File: src/rtl/alu_addsub_pipe.sv
// Pipelined WIDTH-bit add/subtract unit: the carry ripples through NSEG = WIDTH/SEG
// registered segment stages, with valid/ready handshakes on both sides.
module alu_addsub_pipe #(
  parameter int WIDTH = 16,  // multiple of SEG, WIDTH >= SEG
  parameter int SEG   = 4
) (
  input  logic             CLK,
  input  logic             RST_n,
  input  logic             EN,
  input  logic             FLUSH,
  input  logic             in_valid,
  output logic             in_ready,
  input  logic [WIDTH-1:0] A,
  input  logic [WIDTH-1:0] B,
  input  logic [1:0]       OpCode,
  input  logic             Cin,
  output logic             out_valid,
  input  logic             out_ready,
  output logic [WIDTH-1:0] Result,
  output logic             Zero,
  output logic             Carry,
  output logic             Overflow,
  output logic             Negative
);

  localparam int NSEG = WIDTH / SEG;

  // Handshake: a beat is accepted on a rising edge where in_valid & in_ready; a result
  // is consumed on a rising edge where out_valid & out_ready & EN. in_ready = EN &
  // (~out_valid | out_ready), so the whole pipeline shifts together or holds together.
  logic advance;
  assign advance  = EN & (~out_valid | out_ready);
  assign in_ready = advance;

  // SUB/SBB add the inverted operand; carry-in is 0 for ADD, 1 for SUB, Cin otherwise.
  logic [WIDTH-1:0] b_eff;
  logic             cin_eff;
  assign b_eff   = OpCode[1] ? ~B : B;
  assign cin_eff = OpCode[0] ? Cin : OpCode[1];

  for (genvar k = 0; k < NSEG; k++) begin : g_stage
    localparam int IW = WIDTH - k * SEG;  // operand bits not yet summed
    localparam int OW = (k + 1) * SEG;    // result bits known after this stage

    logic [IW-1:0] a_in;
    logic [IW-1:0] b_in;
    logic          c_in;
    logic          v_in;
    logic [SEG:0]  seg_sum;
    logic [OW-1:0] s_nxt;
    logic [OW-1:0] s_q;
    logic          c_q;
    logic          vld_q;

    if (k == 0) begin : g_src
      assign a_in  = A;
      assign b_in  = b_eff;
      assign c_in  = cin_eff;
      assign v_in  = in_valid;
      assign s_nxt = seg_sum[SEG-1:0];
    end else begin : g_src
      assign a_in  = g_stage[k-1].g_fwd.a_q;
      assign b_in  = g_stage[k-1].g_fwd.b_q;
      assign c_in  = g_stage[k-1].c_q;
      assign v_in  = g_stage[k-1].vld_q;
      assign s_nxt = {seg_sum[SEG-1:0], g_stage[k-1].s_q};
    end

    assign seg_sum = {1'b0, a_in[SEG-1:0]} + {1'b0, b_in[SEG-1:0]} + {{SEG{1'b0}}, c_in};

    always_ff @(posedge CLK or negedge RST_n) begin
      if (!RST_n) begin
        vld_q <= 1'b0;
        c_q   <= 1'b0;
        s_q   <= '0;
      end else begin
        if (FLUSH) begin
          vld_q <= 1'b0;
        end else if (advance) begin
          vld_q <= v_in;
        end
        if (advance) begin
          c_q <= seg_sum[SEG];
          s_q <= s_nxt;
        end
      end
    end

    // Only the upper, still-unsummed operand segments travel on to the next stage.
    if (k < NSEG - 1) begin : g_fwd
      logic [IW-SEG-1:0] a_q;
      logic [IW-SEG-1:0] b_q;

      always_ff @(posedge CLK or negedge RST_n) begin
        if (!RST_n) begin
          a_q <= '0;
          b_q <= '0;
        end else if (advance) begin
          a_q <= a_in[IW-1:SEG];
          b_q <= b_in[IW-1:SEG];
        end
      end
    end
  end

  // Flags come from the complete sum formed in the last stage.
  logic [WIDTH-1:0] last_sum;
  logic             last_a_msb;
  logic             last_b_msb;
  logic             zero_q;
  logic             ovf_q;

  assign last_sum   = g_stage[NSEG-1].s_nxt;
  assign last_a_msb = g_stage[NSEG-1].a_in[SEG-1];
  assign last_b_msb = g_stage[NSEG-1].b_in[SEG-1];

  always_ff @(posedge CLK or negedge RST_n) begin
    if (!RST_n) begin
      zero_q <= 1'b0;
      ovf_q  <= 1'b0;
    end else if (advance) begin
      zero_q <= (last_sum == '0);
      ovf_q  <= (last_a_msb == last_b_msb) && (last_sum[WIDTH-1] != last_a_msb);
    end
  end

  assign out_valid = g_stage[NSEG-1].vld_q;
  assign Result    = g_stage[NSEG-1].s_q;
  assign Carry     = g_stage[NSEG-1].c_q;
  assign Zero      = zero_q;
  assign Overflow  = ovf_q;
  assign Negative  = Result[WIDTH-1];

endmodule

File: config.mk
export PLATFORM = sky130hd
export DESIGN_NAME = alu_addsub_pipe
export DESIGN_NICKNAME = d
export VERILOG_FILES = /design/src/rtl/alu_addsub_pipe.sv
export SDC_FILE = /design/constraint.sdc
export NUM_CORES = 1
export LEC_CHECK = 0
export CORE_ASPECT_RATIO = 1.4
export CORE_MARGIN = 4
export CORE_UTILIZATION = 25
export DETAILED_ROUTE_END_ITERATION = 10
export PLACE_DENSITY = 0.5
export RECOVER_POWER = 50
export SYNTH_ARGS = -nofsm -noshare
export SYNTH_HDL_FRONTEND = slang
export SYNTH_SLANG_ARGS = --single-unit
File: constraint.sdc
create_clock -name CLK -period 1.97 [get_ports CLK]
set_input_delay 0.394 -clock CLK [delete_from_list [all_inputs] [get_ports CLK]]
set_output_delay 0.394 -clock CLK [all_outputs]
set_load 0.01 [all_outputs]
==> metrics.txt, run 1 <==
core footprint roughly 17,000 um^2; Post-DP HPWL 6.52 mm; pre-CTS setup slack -0.476 ns; clock root buffer clkbuf_16; WP data arrival between 2 and 2.5 ns; cell count after placement 745; Worst-Margin Slew 1.30 ns; Reg2Reg Setup Slack -0.009 ns; Fill cells 1,751; Starting Density 25.5%; M1 WL 4.16 mm; vias in the first global route 3,227; CTS tree done; total CTS buffers 9; HP Class reg -> reg; H-tree levels 3; Final Slew Violations 0; RSZ-0062 raised after global routing true; die footprint 19,500 um^2; Post-Syn Area per Cell 9.40 um^2; Ant. Diodes 0; Max Fanout on Critical Path 2; power per cell area 1010 nW/um^2; Via density 3.96; pin count of the biggest net entering global routing 55; most frequent cells in the layout 230 x nand2_1, 98 x dfrtp_1, 57 x clkdlybuf4s50_1, 23 x o21ai_0, 16 x xnor2_1; max_cap viols 0; Clock Path Buffers 2; Worst Setup End Kind register; min Tclk post-route 1.98 ns; antenna violations before repair 0; Synth Instances 459; final worst slack -0.00889 ns; drc violations 0; top sig layer met4; row cnt between 50 and 60; clock-pin slew on the worst setup and hold paths 0.06 ns; first-pass GRT wire length approximately 16 mm; Relative slew margins 13.3%; worst hold start g_stage[1].s_q[5]; met2 wire length 4.35 mm; mapped cell area 4310 um^2; DR iter-0 viols 133; clk sinks 98; Seq cells post-synth 98; Hold Path Cell Cnt 2; Worst VDD drop 0.385 mV; Routability Congestion 0.745; layout cell share with drive strength beyond 1 between 7 and 8%; average wire per standard cell 11.8 um; Net count, final 586; Worst Reg-to-Reg Cells 6; run status finished with violations; Layout Cells excl Fill 762; cell area after layout about 5600 um^2; Worst R2R End Zero; Max Clk Rate a little over 500 MHz; failing checks negative setup slack; FF-to-FF Start g_stage[2].c_q; P_leak 0.00272 uW; Placement Cell Area approximately 5300 um^2; Die W 119 um; syn_nets 520; Async SR Flop Fraction 100%; grt ovf 0; startpoint types register; sequential area share after synthesis 56.8%; YS warnings 0; Total Routing Usage GR 9.99%; final cycle utilization of the critical path 100%; Worst Path Required 2.22 ns; number of hold violations in the final report 0; Die Y ~160 um; Area Overhead vs Synth 30.1%; final setup vio count 1; WL final 9.03 mm; predominant post-synthesis flop cell dfrtp_1; via count 3,017; final design utilization 33.2%; Worst-Skew Late Latency 0.34 ns; post-synthesis cell type count 25; hold endpoint g_stage[2].s_q[5]; Post-synth EDFFs 0; Layout Skew between 0.004 and 0.005 ns; DR WL met3 approximately 340 um; commonest non-fill, non-tap cell in the layout nand2_1; critical setup path kind reg -> reg; drt pass-1 iters 4; Routed Antenna Nets 0; io pins 63; IO buf count 62
registers in the layout, summed over array words and instances, names as in the netlist:
signal             flops
Carry                  1
out_valid              1
Overflow               1
Result                16
g_stage.g_fwd.b_q     24
g_stage.vld_q          3
g_stage.c_q            3
Zero                   1
g_stage.g_fwd.a_q     24
g_stage.s_q           24
metal layers:
layer  up-vias  track usage (%)
li1       1581                -
met1      1373             12.4
met2        55             16.5
met3         8             1.97
met4         0             4.90
met5         -                0
worst max-delay path: stages, from the launching register on:
cell     delay [ns]
dfrtp_1        0.41
fa_2           0.41
fa_1           0.48
nor4_2         0.15
buf_4          0.14
nand4_1        0.09
o31ai_1        0.20
final cells by class:
type,count,area [um^2],area share [%]
repair buffers,78,772,13.8
multi-input cells,333,1750,31.1
flip-flops and latches,98,2450,43.7
well taps,232,290,5.17
clock buffers,12,256,4.57
inverters,5,18.8,0.334
clock inverters,4,73.8,1.32
logic make-up after synthesis:
kind of cell	synth area share, %
AOI/OAI and AO/OA	6.50
and+or+nand+nor	21.0
buffers and inverters	2.87
adders and majority gates	7.19
xor gates and xnor gates	5.08
DFF	56.8
muxes	0.522
worst max path at each step:
stage / startpoint / end / slack (ns) / cells past startpoint
after floorplan: OpCode[1] / g_stage[0].c_q / -0.14 / 8
after global placement: OpCode[0] / g_stage[0].c_q / -0.46 / 7
after detailed placement: OpCode[1] / g_stage[0].s_q[3] / -0.48 / 8
after CTS: g_stage[2].c_q / Zero / -0.04 / 6
after global routing: g_stage[2].c_q / Zero / -0.17 / 6
final: g_stage[2].c_q / Zero / -0.009 / 6
repair_timing:
item | 4_1_cts | 5_1_grt
hold buffers | 1 | 0
setup endpoints to repair | 5 | 4
buffers inserted | 0 | 0
hold endpoints to repair | 21 | 0
resized for setup | 8 | 1
pin swaps | 5 | 1
power by group:
part / leakage (uW) / total (uW) / internal [uW] / switching [uW]
logic: 0.00133 / 1180 / 613 / 568
registers: 0.00123 / 2600 / 2370 / 232
clock network: 0.000163 / 1910 / 1180 / 723
total: 0.00272 / 5690 / 4160 / 1520
through the flow:
stage | hold slack [ns] | power (uW) | TNS, ns
2_1_floorplan | 0.0984 | 3240 | -0.142
3_3_place_gp | 0.309 | 3810 | -1.67
3_5_place_dp | 0.310 | 3840 | -1.84
4_1_cts | 0.466 | 5790 | -0.0428
5_1_grt | 0.476 | 6050 | -3.10
6_report | 0.464 | 5690 | -0.00889
synthesized netlist by cell type, types with 3 or more instances:
master    instances  share of area [%]
nand2_1         230                 20
xor2_1            9                1.8
nor2_1            3               0.26
dfrtp_1          98                 57
ha_1             12                3.5
xnor2_1          16                3.2
inv_1             3               0.26
clkbuf_1         12                1.0
a21oi_1          11                1.3
nor4_1            3               0.44
fa_1              8                3.7
buf_2             9                1.0
o21ai_0          23                2.7
a21o_1            7                1.2
No activity file was read; power rests on OpenSTA's default activity.
==> inputs of run 2 (changes only) <==
Settings changed: CORE_UTILIZATION 25 to 49, PLACE_DENSITY 0.5 to 0.82, SETUP_SLACK_MARGIN from default to 0.1.
==> run 2 against run 1 <==
  * The flow now finishes without violations
  * Sequential share of layout area increased by 1.7 points
  * Critical path depth decreased by 1
  * Sequential power about the same
  * Largest power group unchanged
==> metrics.txt, run 2 (synthesis gave the netlist of run 1 again) <==
run status finished, final reports clean; die footprint 10,400 um^2 (-47%); Sequential Area 2450 um^2 (unchanged); clock-pin slew on the worst setup and hold paths 0.06 ns (about the same); core footprint 8610 um^2 (-49%); Via density 4.98 (+26%); hold_ws 0.195 ns (-0.269 ns); Fill cells 720 (-59%); Post-DP HPWL 5.61 mm (-14%); Worst Setup End Kind register; Worst Reg-to-Reg Cells 5 (-1); final cycle utilization of the critical path 95.7% (-4.7 points); commonest non-fill, non-tap cell in the layout nand2_1; Worst-Margin Slew 0.950 ns (-0.351 ns); Total Routing Usage GR 17.5% (+7.6 points); DR iter-0 viols 214 (+61%); layout cell share with drive strength beyond 1 7.81% (+0.45 points); Final Slew Violations 0 (unchanged); RSZ-0062 raised after global routing true; Max Clk Rate 530 MHz (+4.9%); H-tree levels 3 (unchanged); Clk pwr share 31.6% (-1.9 points); critical setup path kind reg -> reg; most frequent cells in the layout 230 x nand2_1, 98 x dfrtp_1, 56 x clkdlybuf4s50_1, 21 x o21ai_0, 15 x xnor2_1; Die W 87.3 um (-27%); Ant. Diodes 0 (unchanged); row cnt 40 (-29%); multi-input logic area 1790 um^2 (+2.2%); Worst R2R End Zero; average wire per standard cell 13.1 um (+11%); top flop regs g_stage.g_fwd.a_q (24), g_stage.g_fwd.b_q (24), g_stage.s_q (24); io pins 63 (unchanged); final setup vio count 0 (-1); Routability Congestion 0.738 (-0.98%); Internal 4030 uW (-3.2%); via count 3,139 (+4.0%); Net Sw Power 1500 uW (-1.7%); Starting Density 50.1% (+25 points); clk sinks 98 (unchanged); sequential power share 47.0% (+1.3 points); grt ovf 0 (unchanged); IO buf count 62 (unchanged); pin count of the biggest net entering global routing 114 (+110%); Worst Path Required 2.21 ns (about the same); P_leak 0.00268 uW (-1.4%); Reg2Reg Setup Slack 0.08 ns (+0.09 ns); drc violations 0 (unchanged); Clock Path Buffers 2 (unchanged); pre-CTS setup slack -0.506 ns (-0.0301 ns); max_cap viols 0 (unchanged); antenna violations before repair 0 (unchanged); Relative slew margins 36.7% (+23 points); first-pass GRT wire length 14.5 mm (-7.5%); Routed Antenna Nets 0 (unchanged); startpoint types register; min Tclk post-route 1.89 ns (-0.0930 ns); WL final 8.28 mm (-8.3%); CTS tree done; WP data arrival 2.13 ns (-0.10 ns); Gate power share 21.4% (+0.6 points); power per cell area 1020 nW/um^2 (+1.0%); HP Class in -> async; Net count, final 581 (-0.85%); final worst slack 0.0841 ns (+0.0930 ns); vias in the first global route 3,190 (-1.1%); Die Y 119 um (-27%); Sw Ratio 27.1% (+0.30 points); final design utilization 62.7% (+29 points); number of hold violations in the final report 0 (unchanged); FF-to-FF Start g_stage[2].c_q; Layout Skew 0.00534 ns (+0.000380 ns); total CTS buffers 9 (unchanged); Worst-Skew Late Latency 0.34 ns (about the same); Max Fanout on Critical Path 2 (unchanged); Area Overhead vs Synth 25.1%; Worst VDD drop 0.596 mV (+55%); clock root buffer clkbuf_16; drt pass-1 iters 4 (unchanged)
==> run 2: final cells by class <==
| class | count | area share, % |
|---|---|---|
| sequential | 98 | 45.4 |
| clock inverter | 2 | 0.649 |
| multi-input combinational | 333 | 33.1 |
| inverter | 5 | 0.348 |
| timing repair buffer | 73 | 13.2 |
| tap | 105 | 2.43 |
| clock buffer | 14 | 4.89 |
==> run 2: per-stage QoR <==
stage,setup TNS [ns],instance area (um^2),cells,power [uW]
floorplan,-0.136,4350,459,3250
global placement,-3.38,5080,614,3730
detailed placement,-3.83,5080,614,3800
CTS,-0.000309,5400,630,5550
global route,-0.0257,5400,630,5850
finish,0,5400,630,5530
==> run 2: what timing repair did <==
item / 4_1_cts / 5_1_grt
pin swaps: 7 / 3
buffers inserted: 0 / 0
endpoints found under the setup margin: 6 / 5
gates resized for setup: 13 / 5
hold buffers: 0 / 0
==> run 2: worst max-delay path, cell delays in order, from the launching register on <==
cell     delay [ns]
dfrtp_1        0.41
fa_2           0.41
fa_1           0.48
nor4_2         0.15
nand4_1        0.12
o31ai_1        0.22
==> run 2: layer usage <==
metal | part of all wire [%] | vias to the layer above | track usage (%) | wire length [um]
met5 | 0 | - | 0 | 0
met4 | 2.8 | 0 | 9.40 | 228
met3 | 3.8 | 17 | 2.21 | 313
met2 | 52 | 75 | 29.4 | 4320
met1 | 41 | 1486 | 21.6 | 3420
li1 | - | 1561 | - | -
==> run 2: worst max-delay path by stage <==
stage / from / end / slack, ns / cells after the start
after CTS: g_stage[2].c_q / Zero / -0.0003 / 5
after detailed placement: OpCode[1] / g_stage[0].s_q[3] / -0.51 / 8
after global placement: OpCode[0] / g_stage[0].c_q / -0.43 / 7
after floorplan: OpCode[1] / g_stage[0].c_q / -0.14 / 8
after global routing: g_stage[2].c_q / Zero / -0.03 / 5
final: g_stage[2].c_q / Zero / 0.08 / 5
==> run 2: power groups by stage <==
stage | logic [uW] | clock network, uW | registers [uW]
after detailed placement | 1160 | 0 | 2630
after global routing | 1340 | 1850 | 2650
after floorplan | 617 | 0 | 2630
final | 1180 | 1750 | 2600
after global placement | 1120 | 0 | 2610
after CTS | 1190 | 1770 | 2600
